### config.mk
export PLATFORM = sky130hd
export DESIGN_NAME = arcade_input_mapper
export DESIGN_NICKNAME = d
export VERILOG_FILES = /design/src/rtl/arcade_input_mapper.sv
export SDC_FILE = /design/constraint.sdc
export NUM_CORES = 1
export LEC_CHECK = 0
export CORE_ASPECT_RATIO = 1.75
export CORE_MARGIN = 2
export CORE_UTILIZATION = 52
export DETAILED_ROUTE_END_ITERATION = 6
export GPL_ROUTABILITY_DRIVEN = 0
export PLACE_DENSITY_LB_ADDON = 0.05
export SYNTH_ARGS = -nofsm -noshare
export SYNTH_HDL_FRONTEND = slang
export SYNTH_SLANG_ARGS = --single-unit
### constraint.sdc
create_clock -name i_clk_sys -period 2.61 [get_ports i_clk_sys]
set_clock_uncertainty 0.1 [all_clocks]
set_input_delay 0.522 -clock i_clk_sys [delete_from_list [all_inputs] [get_ports i_clk_sys]]
set_output_delay 0.522 -clock i_clk_sys [all_outputs]
set_load 0.005 [all_outputs]
### src/rtl/arcade_input_mapper.sv
// -----------------------------------------------------------------------------
// arcade_input_mapper
//
// Player-input front end for arcade cores. PS/2 key events from hps_io are
// latched per key and ORed with the HPS joysticks to form per-player direction,
// button, start and coin signals. Directions can be rotated for
// horizontal-monitor play, and coin requests are stretched to a fixed-width
// pulse.
//
// Parameters
//   PLAYERS      number of players, 1..4 (keyboard covers P1/P2 only)
//   NBTN         fire buttons per player, 1..4
//   COIN_CYCLES  coin output high time in clock cycles, >= 1
//
// Ports
//   i_clk_sys          system clock
//   i_reset            synchronous, active-high reset
//   i_ps2_key          [10] toggle, [9] pressed, [8:0] scan code
//   i_joy_in           joystick i at [16*i +: 16]:
//                      [0] R [1] L [2] D [3] U [4 +: NBTN] buttons,
//                      [4+NBTN] start, [5+NBTN] coin
//   i_rotate           0 none, 1 horizontal CW, 2 horizontal CCW, 3 as 0
//   i_coin_from_start  a start rising edge also inserts a coin
//   o_up/o_down/o_left/o_right  registered, rotated directions, bit i = player i
//   o_btn              player i at [NBTN*i +: NBTN]
//   o_start            registered start
//   o_coin             stretched coin pulse
// -----------------------------------------------------------------------------
module arcade_input_mapper #(
   parameter int unsigned PLAYERS     = 2,
   parameter int unsigned NBTN        = 1,
   parameter logic [15:0] COIN_CYCLES = 16'd60000
) (
   input  logic                      i_clk_sys,
   input  logic                      i_reset,
   input  logic [10:0]               i_ps2_key,
   input  logic [16*PLAYERS-1:0]     i_joy_in,
   input  logic [1:0]                i_rotate,
   input  logic                      i_coin_from_start,
   output logic [PLAYERS-1:0]        o_up,
   output logic [PLAYERS-1:0]        o_down,
   output logic [PLAYERS-1:0]        o_left,
   output logic [PLAYERS-1:0]        o_right,
   output logic [NBTN*PLAYERS-1:0]   o_btn,
   output logic [PLAYERS-1:0]        o_start,
   output logic [PLAYERS-1:0]        o_coin
);

   // Keys are only latched for players and buttons that exist.
   localparam logic [1:0] KEY_PMASK = (PLAYERS >= 2) ? 2'b11 : 2'b01;
   localparam logic [3:0] BTN_MASK1 = 4'((32'd1 << NBTN) - 32'd1);
   localparam logic [7:0] KEY_BMASK = {((PLAYERS >= 2) ? BTN_MASK1 : 4'b0000), BTN_MASK1};

   // Keyboard latches, index = player (0/1); buttons at [4*player + button].
   logic       r_old_toggle;
   logic [1:0] r_ku, r_kd, r_kl, r_kr, r_ks, r_kc;
   logic [7:0] r_kb;
   logic [1:0] w_ku_d, w_kd_d, w_kl_d, w_kr_d, w_ks_d, w_kc_d;
   logic [7:0] w_kb_d;

   logic       w_event;
   logic       w_pressed;
   logic [8:0] w_code;

   logic [PLAYERS-1:0]      w_raw_u, w_raw_d, w_raw_l, w_raw_r;
   logic [PLAYERS-1:0]      w_raw_start, w_raw_coin;
   logic [NBTN*PLAYERS-1:0] w_raw_btn;
   logic [PLAYERS-1:0]      w_up, w_down, w_left, w_right;
   logic [PLAYERS-1:0]      w_trig;

   logic [PLAYERS-1:0]      r_up, r_down, r_left, r_right, r_start;
   logic [NBTN*PLAYERS-1:0] r_btn;
   logic [PLAYERS-1:0]      r_prev_coin, r_prev_start;

   assign w_event   = i_ps2_key[10] != r_old_toggle;
   assign w_pressed = i_ps2_key[9];
   assign w_code    = i_ps2_key[8:0];

   // Key decode: a toggle change marks one event; the matching latch takes the
   // pressed bit.
   always_comb begin
      w_ku_d = r_ku;
      w_kd_d = r_kd;
      w_kl_d = r_kl;
      w_kr_d = r_kr;
      w_ks_d = r_ks;
      w_kc_d = r_kc;
      w_kb_d = r_kb;
      if (w_event) begin
         // Arrow keys arrive with or without the extended prefix bit.
         if (w_code[7:0] == 8'h75) w_ku_d[0] = w_pressed;
         if (w_code[7:0] == 8'h72) w_kd_d[0] = w_pressed;
         if (w_code[7:0] == 8'h6B) w_kl_d[0] = w_pressed;
         if (w_code[7:0] == 8'h74) w_kr_d[0] = w_pressed;
         case (w_code)
            9'h014, 9'h029: w_kb_d[0] = w_pressed;
            9'h011:         w_kb_d[1] = w_pressed;
            9'h012:         w_kb_d[2] = w_pressed;
            9'h01A:         w_kb_d[3] = w_pressed;
            9'h016, 9'h005: w_ks_d[0] = w_pressed;
            9'h02E:         w_kc_d[0] = w_pressed;
            9'h02D:         w_ku_d[1] = w_pressed;
            9'h02B:         w_kd_d[1] = w_pressed;
            9'h023:         w_kl_d[1] = w_pressed;
            9'h034:         w_kr_d[1] = w_pressed;
            9'h01C:         w_kb_d[4] = w_pressed;
            9'h01B:         w_kb_d[5] = w_pressed;
            9'h015:         w_kb_d[6] = w_pressed;
            9'h01D:         w_kb_d[7] = w_pressed;
            9'h01E, 9'h006: w_ks_d[1] = w_pressed;
            9'h036:         w_kc_d[1] = w_pressed;
            default:        ;
         endcase
      end
      w_ku_d = w_ku_d & KEY_PMASK;
      w_kd_d = w_kd_d & KEY_PMASK;
      w_kl_d = w_kl_d & KEY_PMASK;
      w_kr_d = w_kr_d & KEY_PMASK;
      w_ks_d = w_ks_d & KEY_PMASK;
      w_kc_d = w_kc_d & KEY_PMASK;
      w_kb_d = w_kb_d & KEY_BMASK;
   end

   for (genvar p = 0; p < PLAYERS; p++) begin : g_player
      logic [3:0]      w_kdir;   // {U, D, L, R}
      logic [NBTN-1:0] w_kbtn;
      logic            w_kstart;
      logic            w_kcoin;
      logic            r_coin;
      logic [15:0]     r_cnt;

      if (p < 2) begin : g_kb
         assign w_kdir   = {r_ku[p], r_kd[p], r_kl[p], r_kr[p]};
         assign w_kbtn   = r_kb[4*p +: NBTN];
         assign w_kstart = r_ks[p];
         assign w_kcoin  = r_kc[p];
      end else begin : g_nokb
         assign w_kdir   = 4'b0000;
         assign w_kbtn   = '0;
         assign w_kstart = 1'b0;
         assign w_kcoin  = 1'b0;
      end

      assign w_raw_r[p]     = i_joy_in[16*p + 0] | w_kdir[0];
      assign w_raw_l[p]     = i_joy_in[16*p + 1] | w_kdir[1];
      assign w_raw_d[p]     = i_joy_in[16*p + 2] | w_kdir[2];
      assign w_raw_u[p]     = i_joy_in[16*p + 3] | w_kdir[3];
      assign w_raw_start[p] = i_joy_in[16*p + 4 + NBTN] | w_kstart;
      assign w_raw_coin[p]  = i_joy_in[16*p + 5 + NBTN] | w_kcoin;
      assign w_raw_btn[NBTN*p +: NBTN] = i_joy_in[16*p + 4 +: NBTN] | w_kbtn;

      // Pulse stretcher: a trigger only arms an idle stretcher, so a held or
      // repeated request never extends a pulse already running.
      always_ff @(posedge i_clk_sys) begin
         if (i_reset) begin
            r_coin <= 1'b0;
            r_cnt  <= 16'd0;
         end else if (r_coin) begin
            if (r_cnt == 16'd0) r_coin <= 1'b0;
            else                r_cnt  <= r_cnt - 16'd1;
         end else if (w_trig[p]) begin
            r_coin <= 1'b1;
            r_cnt  <= COIN_CYCLES - 16'd1;
         end
      end

      assign o_coin[p] = r_coin;
   end

   // Coin and start edges in the same cycle collapse into one trigger.
   assign w_trig = (w_raw_coin & ~r_prev_coin)
                 | ({PLAYERS{i_coin_from_start}} & w_raw_start & ~r_prev_start);

   always_comb begin
      w_up    = w_raw_u;
      w_down  = w_raw_d;
      w_left  = w_raw_l;
      w_right = w_raw_r;
      case (i_rotate)
         2'd1: begin
            w_up    = w_raw_l;
            w_down  = w_raw_r;
            w_left  = w_raw_d;
            w_right = w_raw_u;
         end
         2'd2: begin
            w_up    = w_raw_r;
            w_down  = w_raw_l;
            w_left  = w_raw_u;
            w_right = w_raw_d;
         end
         default: ;
      endcase
   end

   always_ff @(posedge i_clk_sys) begin
      // Tracking the toggle through reset avoids a phantom event on release.
      r_old_toggle <= i_ps2_key[10];
      if (i_reset) begin
         r_ku         <= '0;
         r_kd         <= '0;
         r_kl         <= '0;
         r_kr         <= '0;
         r_ks         <= '0;
         r_kc         <= '0;
         r_kb         <= '0;
         r_up         <= '0;
         r_down       <= '0;
         r_left       <= '0;
         r_right      <= '0;
         r_btn        <= '0;
         r_start      <= '0;
         r_prev_coin  <= '0;
         r_prev_start <= '0;
      end else begin
         r_ku         <= w_ku_d;
         r_kd         <= w_kd_d;
         r_kl         <= w_kl_d;
         r_kr         <= w_kr_d;
         r_ks         <= w_ks_d;
         r_kc         <= w_kc_d;
         r_kb         <= w_kb_d;
         r_up         <= w_up;
         r_down       <= w_down;
         r_left       <= w_left;
         r_right      <= w_right;
         r_btn        <= w_raw_btn;
         r_start      <= w_raw_start;
         r_prev_coin  <= w_raw_coin;
         r_prev_start <= w_raw_start;
      end
   end

   assign o_up    = r_up;
   assign o_down  = r_down;
   assign o_left  = r_left;
   assign o_right = r_right;
   assign o_btn   = r_btn;
   assign o_start = r_start;

endmodule

==> results of run 1 <==
## worst paths after layout
path | slack [ps] | to | start
worst max-delay path | 340 | r_kl[1]$_SDFFE_PP0P_ | i_ps2_key[4]
worst min-delay path | 390 | o_btn[1]$_SDFF_PP0_ | r_kb[4]$_SDFFE_PP0P_
worst max register to register | 430 | g_player[1].r_cnt[4]$_SDFFE_PP0P_ | g_player[1].r_cnt[3]$_SDFFE_PP0P_
worst min register to register | 390 | o_btn[1]$_SDFF_PP0_ | r_kb[4]$_SDFFE_PP0P_
## through the flow
stage	util [%]	setup slack [ps]	hold slack [ps]
finish	66.8	344	386
global route	66.8	231	415
CTS	66.8	361	389
detailed placement	63.2	-10.5	367
global placement	63.2	12.6	355
floorplan	-	381	337
## tightest hold or removal path: stages, from the launching register on
cell and delay (ps):
dfxtp_1 330, nor2_1 50, nor2_1 70
## cells in the final DEF, fill, tap and decap left out, types with 3 or more instances in the layout
master | Yosys | final
nor4_1 | 7 | 7
nor2b_1 | 7 | 7
nand2_1 | 17 | 17
nand4_1 | 14 | 14
mux2i_1 | 14 | 14
ha_1 | 4 | 4
a221oi_1 | 8 | 8
clkbuf_8 | 0 | 12
nand4b_1 | 4 | 4
nand2b_1 | 4 | 4
xor2_1 | 12 | 12
dfxtp_1 | 63 | 63
inv_1 | 11 | 11
o21ai_0 | 5 | 5
a21oi_1 | 29 | 29
a211oi_1 | 13 | 13
o31ai_1 | 3 | 3
or4_1 | 5 | 5
nor4_2 | 3 | 3
clkdlybuf4s50_1 | 0 | 43
nand3_1 | 7 | 7
or3_1 | 4 | 4
or2_2 | 9 | 9
nor3_1 | 11 | 11
and3_1 | 3 | 3
and2_1 | 3 | 3
nor2_1 | 54 | 54
xnor2_1 | 10 | 10
buf_4 | 4 | 15
## logic make-up (layout without fill, tap and decap cells)
kind of cell | count (synthesis) | count (layout) | share of synthesized area [%]
and+or+nand+nor | 163 | 163 | 28.8
AOI/OAI and AO/OA | 70 | 70 | 14.7
DFF | 63 | 63 | 40.3
buffers and inverters | 26 | 85 | 3.88
xor gates and xnor gates | 22 | 22 | 6.16
muxes | 14 | 14 | 4.48
adders and majority gates | 4 | 4 | 1.60
## metal layers
| metal | wire (µm) | GRT usage (%) |
|---|---|---|
| met1 | 2840 | 25.2 |
| met2 | 3850 | 41.4 |
| met3 | 211 | 3.88 |
| met4 | 142 | 12.1 |
| met5 | 0 | 0 |
## layout make-up
cell class | instances | area [µm²]
Multi-Input combinational cell | 273 | 1750
Tap cell | 78 | 97.6
Timing Repair Buffer | 58 | 543
Clock buffer | 13 | 169
Sequential cell | 63 | 1260
Fill cell | 526 | 1940
Clock inverter | 3 | 40.0
Inverter | 11 | 41.3
## power by group through the flow
stage / sequential (mW) / combinational [mW] / clock (mW)
global placement: 1.13 / 0.493 / 0
global route: 1.12 / 0.568 / 0.936
finish: 1.11 / 0.506 / 0.878
floorplan: 1.12 / 0.334 / 0
CTS: 1.11 / 0.507 / 0.902
detailed placement: 1.13 / 0.501 / 0
==> impl_results.md, run 1 <==
- First-pass GRT wire length: 12.2 mm
- WL final: 7.04 mm
- Pin count of the biggest net entering global routing: 23
- Delay-heaviest family, CP: simple AND/OR/NAND/NOR gates
- CTS Buffer Depth: 2
- Share of cells above drive strength 1: 11.2%
- Io pins: 62
- Setup violations, final: 0
- Top reg by flops: g_player.r_cnt
- Setup bufs post-CTS: 0
- Sink Count: 63
- Leak: 1.50 nW
- Worst-Margin Slew: 618 ps
- Slowest stage delay, CP: 540 ps
- Post-DP Area: 3690 µm²
- Fin nets: 468
- Number of global-route vias before repair: 2,750
- Internal power: 1.80 mW
- DIE AREA: 6680 µm²
- Routed wire length per instance: 14.1 µm
- Flops & latches, synth: 63
- Fin Setup TNS: 0 ps
- Ant diodes: 0
- Mapped Cells: 362
- CTS buffer count: 9
- Area delta synth->final: 24.6%
- Die W: 62.6 µm
- Final Hold Fails: 0
- Vias per inst: 5.70
- Most frequent cells after synthesis: 63 x dfxtp_1, 54 x nor2_1, 29 x a21oi_1, 17 x nand2_1
- Critical path type: input pin to register
- Synth cell types: 48
- Crit-path cells: clkdlybuf4s50_1 > or3_4 > or4b_4 > nor4_4 > mux2i_1 > nor2_1
- Status: finished, final reports clean
- Min-Delay Path Class: register to register
- Clock Tree Root: clkbuf_8
- Core box area: 5830 µm²
- Grt total ovfl: 0
- Power share of the sequential group: 44.5%
- Buf/Inv on CP: 1
- Max FFs per register: 32
- Maximum vdd drop: 382 µV
- Switch Pwr: 695 µW
- CTS H-tree depth: 3
- Dpl hpwl: 5.17 mm
- Combinational power share: 20.3%
- Synth top area share: 40.3%
- Syn Nets: 414
- # rows: 37
- Cts hold-fix bufs: 0
- Clock power frac: 35.2%
- Syn_area_per_cell: 8.64 µm²
- Placed insts: 483
- DRT antenna net count: 0
- # Max-Cap Violations: 0
- CTS-repair resized insts: 0
- Number of cells on the critical path: 6
- Worst Path Required: 2740 ps
- Worst Setup Start Kind: input pin
- RSZ-0062 raised after global routing: no
- FMAX: 441 MHz
- Slew Limit Fails: 0
- Global-route usage over all layers: 22.9%
- Top-count cell post-synth: dfxtp_1
- Slew margin rel.: 58.5%
- IO buf count: 43
- Reg clk slew, reported paths: 70 ps
- R2R depth: 5
- Post-Syn Area: 3130 µm²
- Synth top area cells: dfxtp_1 40%, nor2_1 6.5%, a21oi_1 4.6%, mux2i_1 4.5%, xor2_1 3.4%
- Initial core utilization: 53.6%
- Switching part of the total power: 27.9%
- Seq/Total Area, Yosys: 40.3%
- Power Dens Cells: 640 nW/µm²
- Die H: 107 µm
- 1st-iter DRT viols: 221
- Post-synth ARST share: 0%
- Main synth FF type: dfxtp_1
- CP Capture Type: register
- Initial antenna violation count: 0
- Tmin final: 2270 ps
- Fin cells: 499
- CP Data Arrival Time: 2390 ps
- Hold Path Stages: 2
- # DRC: 0
- Crit Path Max Fanout: 4
- Number of synthesis warnings: 0
- TritonCTS clock tree: built
- Finished layout cell area: 3900 µm²
- Yosys top cell by area: dfxtp_1
- Tcrit/Tclk final: 86.8%
- EDFF count, synth: 0
- Skew-Pair Late Insertion Delay: 340 ps
- Critical-path top delay cell: or4b_4
- Via count: 2,843
- Final Power: 2.49 mW
- DR pass1 iterations: 4
Note: power is estimated with default switching activity, not from simulation.
==> inputs of run 2 (changes only) <==
- CORE_UTILIZATION: 52 -> 47
- clock period: 2.61 -> 2 ns (I/O delays scaled with it)
==> run 2 against run 1 <==
Effect of this change:
- sequential share of layout area decreased by 3.6 points
- sequential cell count did not move
- critical endpoint is now g_player[0].r_cnt[7]$_SDFFE_PP0P_
- highest routed layer unchanged
- non-clock buffer count increased by 39
==> impl_results.md, run 2 (synthesis results as in run 1) <==
- Commonest non-fill, non-tap cell in the layout: dfxtp_1
- # DRC: 0 (unchanged)
- Critical path origin: g_player[0].r_cnt[15]$_SDFFE_PP0P_
- Top sig layer: met4
- Ant diodes: 0 (unchanged)
- 1st-iter DRT viols: 142 (-36%)
- CTS buffer count: 9 (unchanged)
- Buf/Inv on CP: 0 (-1)
- Critical path type: register to register
- Core box area: 6490 µm² (+11%)
- TritonCTS clock tree: built
- WL final: 7.81 mm (+11%)
- Die H: 112 µm (+5.0%)
- Sink Count: 63 (unchanged)
- # Max-Cap Violations: 0 (unchanged)
- Core Util, Final: 67.6% (+0.79 points)
- Met3 Wirelength: 228 µm (+8.1%)
- DRT antenna net count: 0 (unchanged)
- Fill cells: 545 (+3.6%)
- FMAX: 518 MHz
- Final worst slack: 70.3 ps (-273 ps)
- Power Dens Cells: 910 nW/µm² (+42%)
- IO buf count: 43 (unchanged)
- Initial core utilization: 48.2% (-5.4 points)
- Register area: 1260 µm² (unchanged)
- Worst-Margin Slew: 521 ps (-97.5 ps)
- Share of cells above drive strength 1: 21.1% (+9.9 points)
- Io pins: 62 (unchanged)
- Final Hold Fails: 0 (unchanged)
- CTS Buffer Depth: 2 (unchanged)
- Slowest stage delay, CP: 480 ps (-60 ps)
- # rows: 39 (+5.4%)
- DR pass1 iterations: 4 (unchanged)
- Worst hold start: i_ps2_key[10]
- Dpl hpwl: 5.73 mm (+11%)
- Die W: 65.7 µm (+4.9%)
- Setup violations, final: 0 (unchanged)
- Skew-Pair Late Insertion Delay: 340 ps (about the same)
- Tmin final: 1930 ps
- Maximum vdd drop: 576 µV (+51%)
- Routed wire length per instance: 14.4 µm (+2.1%)
- Number of global-route vias before repair: 2,965 (+7.8%)
- DIE AREA: 7350 µm² (+10%)
- Tcrit/Tclk final: 96.5%
- Top reg by flops: g_player.r_cnt
- Area delta synth->final: 40.3%
- Fin cells: 542 (+8.6%)
- Footprint of the multi-input gates: 1820 µm² (+4.4%)
- Most frequent cells in the layout: 63 x dfxtp_1, 54 x nor2_1, 53 x buf_4
- Placed insts: 526 (+8.9%)
- Leak: 1.78 nW (+18%)
- Fin nets: 507 (+8.3%)
- Critical-path top delay cell: nor4_1
- Global-route usage over all layers: 23.2% (+0.37 points)
- Delay-heaviest family, CP: simple AND/OR/NAND/NOR gates
- Met1 WL: 3.03 mm (+6.8%)
- Worst Setup Start Kind: register
- Slew margin rel.: 65.2% (+6.7 points)
- CTS H-tree depth: 3 (unchanged)
- Pin count of the biggest net entering global routing: 23 (unchanged)
- Reg clk slew, reported paths: 50 ps (-20 ps)
- Final Power: 3.99 mW (+60%)
- Max FFs per register: 32 (unchanged)
- Clock Tree Root: clkbuf_16
- CP Capture Type: register
- Crit-path cells: nor4_1 > nand4_1 > nand4b_1 > xor2_1 > nor2_1
- Cts hold-fix bufs: 0 (unchanged)
- DR WL met2: 4.28 mm (+11%)
- Vias per inst: 5.64 (-0.97%)
- Min-Delay Path Class: input pin to register
- Via count: 3,058 (+7.6%)
- RSZ-0062 raised after global routing: no
- Grt total ovfl: 0 (unchanged)
- Worst slack, placed: -490 ps (-479 ps)
- Status: finished, final reports clean
- First-pass GRT wire length: 13.2 mm (+8.5%)
- R2r startpoint: g_player[0].r_cnt[15]$_SDFFE_PP0P_
- Slew Limit Fails: 0 (unchanged)
- Initial antenna violation count: 0 (unchanged)
- CP Data Arrival Time: 2050 ps (-340 ps)
- Worst Path Required: 2120 ps (-620 ps)
- Crit Path Max Fanout: 8 (+4)
-- run 2: cell types whose count changed in the layout (fill, tap and decap cells not counted), moves of 2 or more --
cell / previous run / this run
buf_4: 15 / 53
clkbuf_8: 12 / 2
clkdlybuf4s50_1: 43 / 39
clkbuf_16: 0 / 9
nor4_1: 7 / 5
-- run 2: repair_timing --
item	4_1_cts	5_1_grt
pin swaps	4	3
buffers inserted	0	0
hold endpoints to repair	0	0
setup endpoints to repair	11	13
gates resized for setup	14	11
-- run 2: where the power goes --
group	switching, mW	internal, mW
Clock	0.553	1.16
Combinational	0.404	0.434
Sequential	0.0879	1.36
Total	1.04	2.95
-- run 2: per-layer routing --
metal,global-route usage [%],vias to the layer above
met5,0,-
met4,13.1,0
met3,4.65,20
met2,41.3,59
met1,24.6,1465
li1,-,1514
-- run 2: area by class of cell --
type	count	area share, %
Clock buffer	13	5.93
Clock inverter	3	1.48
Inverter	11	0.941
Multi-Input combinational cell	273	41.5
Sequential cell	63	28.7
Tap cell	82	2.34
Timing Repair Buffer	97	19.0
-- run 2: path summary, 6_finish.rpt --
check / to / slack [ps] / depth (start not counted)
max: g_player[0].r_cnt[7]$_SDFFE_PP0P_ / 70 / 5
min reg2reg: o_btn[0]$_SDFF_PP0_ / 360 / 2
min: r_old_toggle$_DFF_P_ / 260 / 1
max reg2reg: g_player[0].r_cnt[7]$_SDFFE_PP0P_ / 70 / 5
-- run 2: per-stage QoR --
step / TNS, ps / hold slack [ps] / instance area (µm²)
2_1_floorplan: -176 / 328 / 3130
3_3_place_gp: -2990 / 352 / 3990
3_5_place_dp: -3660 / 356 / 3990
4_1_cts: 0 / 253 / 4330
5_1_grt: 0 / 262 / 4390
6_report: 0 / 259 / 4390
-- run 2: worst reg2reg max path, stage by stage, from the launching register on --
cell and delay, ps:
dfxtp_1 320, nor4_1 480, nand4_1 410, nand4b_1 270, xor2_1 180, nor2_1 50
==> inputs of run 3 (changes only) <==
- SETUP_SLACK_MARGIN: default -> 0.4
==> run 3 against run 2 <==
Effect of this change:
- hold slack better by 7.7 ps
- via count up 4.7%
- non-clock buffer count up 21
- fmax up 2.2%
- critical endpoint is now g_player[1].r_cnt[5]$_SDFFE_PP0P_
- sequential power about the same
- setup slack better by 42 ps
- count of clock-buffer cells in the layout down 3
- first-iteration DRC count up 78%
- clock power down 19%
==> impl_results.md, run 3 (synthesis results as in run 1) <==
- Top reg by flops: g_player.r_cnt
- RSZ-0062 raised after global routing: yes
- Clock power frac: 34.5% (-8.3 points)
- Critical-path top delay cell: o41ai_4
- Pin count of the biggest net entering global routing: 23 (unchanged)
- Worst reg2reg endpoint: g_player[1].r_cnt[5]$_SDFFE_PP0P_
- Reg2Reg Setup Slack: 110 ps (+40 ps)
- Io pins: 62 (unchanged)
- Vias per inst: 5.69 (+0.77%)
- Critical path type: register to register
- Max FFs per register: 32 (unchanged)
- Final Hold Fails: 0 (unchanged)
- Worst-Margin Slew: 485 ps (-35.8 ps)
- R2R depth: 6 (+1)
- Status: finished, final reports clean
- DR pass1 iterations: 4 (unchanged)
- Crit Path Max Fanout: 6 (-2)
- Die H: 112 µm (unchanged)
- Routed wire length per instance: 16.2 µm (+13%)
- 1st-iter DRT viols: 253 (+78%)
- # rows: 39 (unchanged)
- Delay-heaviest family, CP: simple AND/OR/NAND/NOR gates
- CTS H-tree depth: 3 (unchanged)
- TritonCTS clock tree: built
- Core box area: 6490 µm² (unchanged)
- Hold Path Stages: 1 (unchanged)
- Switching part of the total power: 30.4% (+4.2 points)
- Area delta synth->final: 57.6%
- DRT antenna net count: 0 (unchanged)
- Min-Delay Path Class: input pin to register
- Internal power: 2.79 mW (-5.5%)
- WL final: 9.14 mm (+17%)
- CP Capture Type: register
- CTS Buffer Depth: 2 (unchanged)
- Setup violations, final: 0 (unchanged)
- Grt total ovfl: 0 (unchanged)
- Initial antenna violation count: 0 (unchanged)
- Buf/Inv on CP: 1 (+1)
- Core Util, Final: 76.0% (+8.4 points)
- Worst Setup Start Kind: register
- Cts hold-fix bufs: 0 (unchanged)
- Clock Tree Root: clkbuf_16
- Global-route usage over all layers: 25.4% (+2.2 points)
- CTS buffer count: 9 (unchanged)
- Via count: 3,201 (+4.7%)
- Slew Limit Fails: 0 (unchanged)
- Tmin final: 1890 ps (-42.1 ps)
- Combinational power share: 28.9% (+7.9 points)
- Initial core utilization: 48.2% (unchanged)
- Commonest non-fill, non-tap cell in the layout: buf_4
- Final Power: 4.00 mW (+0.21%)
- Critical path origin: g_player[1].r_cnt[7]$_SDFFE_PP0P_
- Die W: 65.7 µm (unchanged)
- Slowest stage delay, CP: 470 ps (about the same)
- Leak: 1.98 nW (+12%)
- FMAX: 530 MHz (+2.2%)
- Finished layout cell area: 4930 µm² (+12%)
- Switch Pwr: 1.22 mW (+16%)
- Reg clk slew, reported paths: 50 ps (about the same)
- # DRC: 0 (unchanged)
- Most frequent cells in the layout: 59 x buf_4, 50 x nor2_1, 48 x dfxtp_1
- DIE AREA: 7350 µm² (unchanged)
- Worst hold start: i_ps2_key[10]
- Number of global-route vias before repair: 3,153 (+6.3%)
- Slew margin rel.: 67.6% (+2.4 points)
- First-pass GRT wire length: 14.5 mm (+9.9%)
- Share of cells above drive strength 1: 39.9% (+19 points)
- Post-DP Area: 4060 µm² (+1.9%)
- Final worst slack: 112 ps (+42.1 ps)
- WHS Endpoint: r_old_toggle$_DFF_P_
- Worst slack, placed: -487 ps (+2.81 ps)
- Ant diodes: 0 (unchanged)
- R2r startpoint: g_player[1].r_cnt[7]$_SDFFE_PP0P_
- Power Dens Cells: 811 nW/µm² (-11%)
- IO buf count: 43 (unchanged)
- Crit-path cells: nor4_4 > nand3_2 > o41ai_4 > buf_4 > or3_1 > a21oi_1
- Tcrit/Tclk final: 94.4% (-2.1 points)
- Fin nets: 528 (+4.1%)
- Power share of the sequential group: 36.6% (+0.4 points)
- Worst Path Required: 2110 ps (about the same)
- Skew-Pair Late Insertion Delay: 330 ps (about the same)
- CP Data Arrival Time: 2000 ps (-50 ps)
- Maximum vdd drop: 534 µV (-7.2%)
- Dpl hpwl: 5.82 mm (+1.6%)
- Sink Count: 63 (unchanged)
- # Max-Cap Violations: 0 (unchanged)
-- run 3: changes by cell type in the layout (fill, tap and decap cells not counted), sizes merged, moves of 4 or more --
cell and delta:
clkdlybuf4s50 -22, dlygate4sd2 +19, buf +24, clkinvlp +4
-- run 3: how the worst max path moves through the flow --
stage,endpoint,slack (ps),depth (start not counted)
3_5_place_dp,r_kl[1]$_SDFFE_PP0P_,-490,6
4_1_cts,r_kl[1]$_SDFFE_PP0P_,100,6
3_3_place_gp,r_kl[1]$_SDFFE_PP0P_,-450,6
2_1_floorplan,r_kl[1]$_SDFFE_PP0P_,-110,6
5_1_grt,g_player[1].r_cnt[12]$_SDFFE_PP0P_,10,6
6_report,g_player[1].r_cnt[5]$_SDFFE_PP0P_,110,6
-- run 3: worst register-to-register path: cells and delay by family (launching register included) --
kind	cells	cell delay [ps]
and+or+nand+nor	3	590
DFF	1	330
buffers and inverters	1	220
AOI/OAI and AO/OA	2	530
-- run 3: metal layers --
layer  up-vias  routed length [µm]  track usage [%]
met5         -                   0                0
met4         0                 261             10.3
met3        20                 190             4.85
met2        68                5230             47.7
met1      1551                3450             26.5
li1       1562                   -                -
-- run 3: power groups by stage --
stage               clock network (mW)  registers [mW]  logic, mW
floorplan                            0            1.48      0.480
finish                            1.38            1.46       1.16
global route                      1.46            1.47       1.24
detailed placement                   0            1.47      0.834
global placement                     0            1.47      0.818
CTS                               1.39            1.46      0.992
-- run 3: repair_timing --
item / CTS / global route
setup endpoints to repair: 65 / 48
gates cloned: 0 / 0
resized for setup: 82 / 53
pin swaps: 44 / 52
setup buffers: 18 / 8
-- run 3: layout make-up --
type / instances / area, µm²
clock inverter: 6 / 37.5
multi-input combinational: 273 / 2210
inverter: 11 / 45.0
sequential: 63 / 1280
clock buffer: 10 / 229
timing repair buffer: 118 / 1030
tap: 82 / 103
fill: 453 / 1560
-- run 3: per-stage QoR --
stage	setup TNS, ps	std cells	hold WS, ps
2_1_floorplan	-171	362	328
5_1_grt	0	563	271
3_5_place_dp	-3250	521	360
4_1_cts	0	555	265
6_report	0	563	266
3_3_place_gp	-2990	521	352
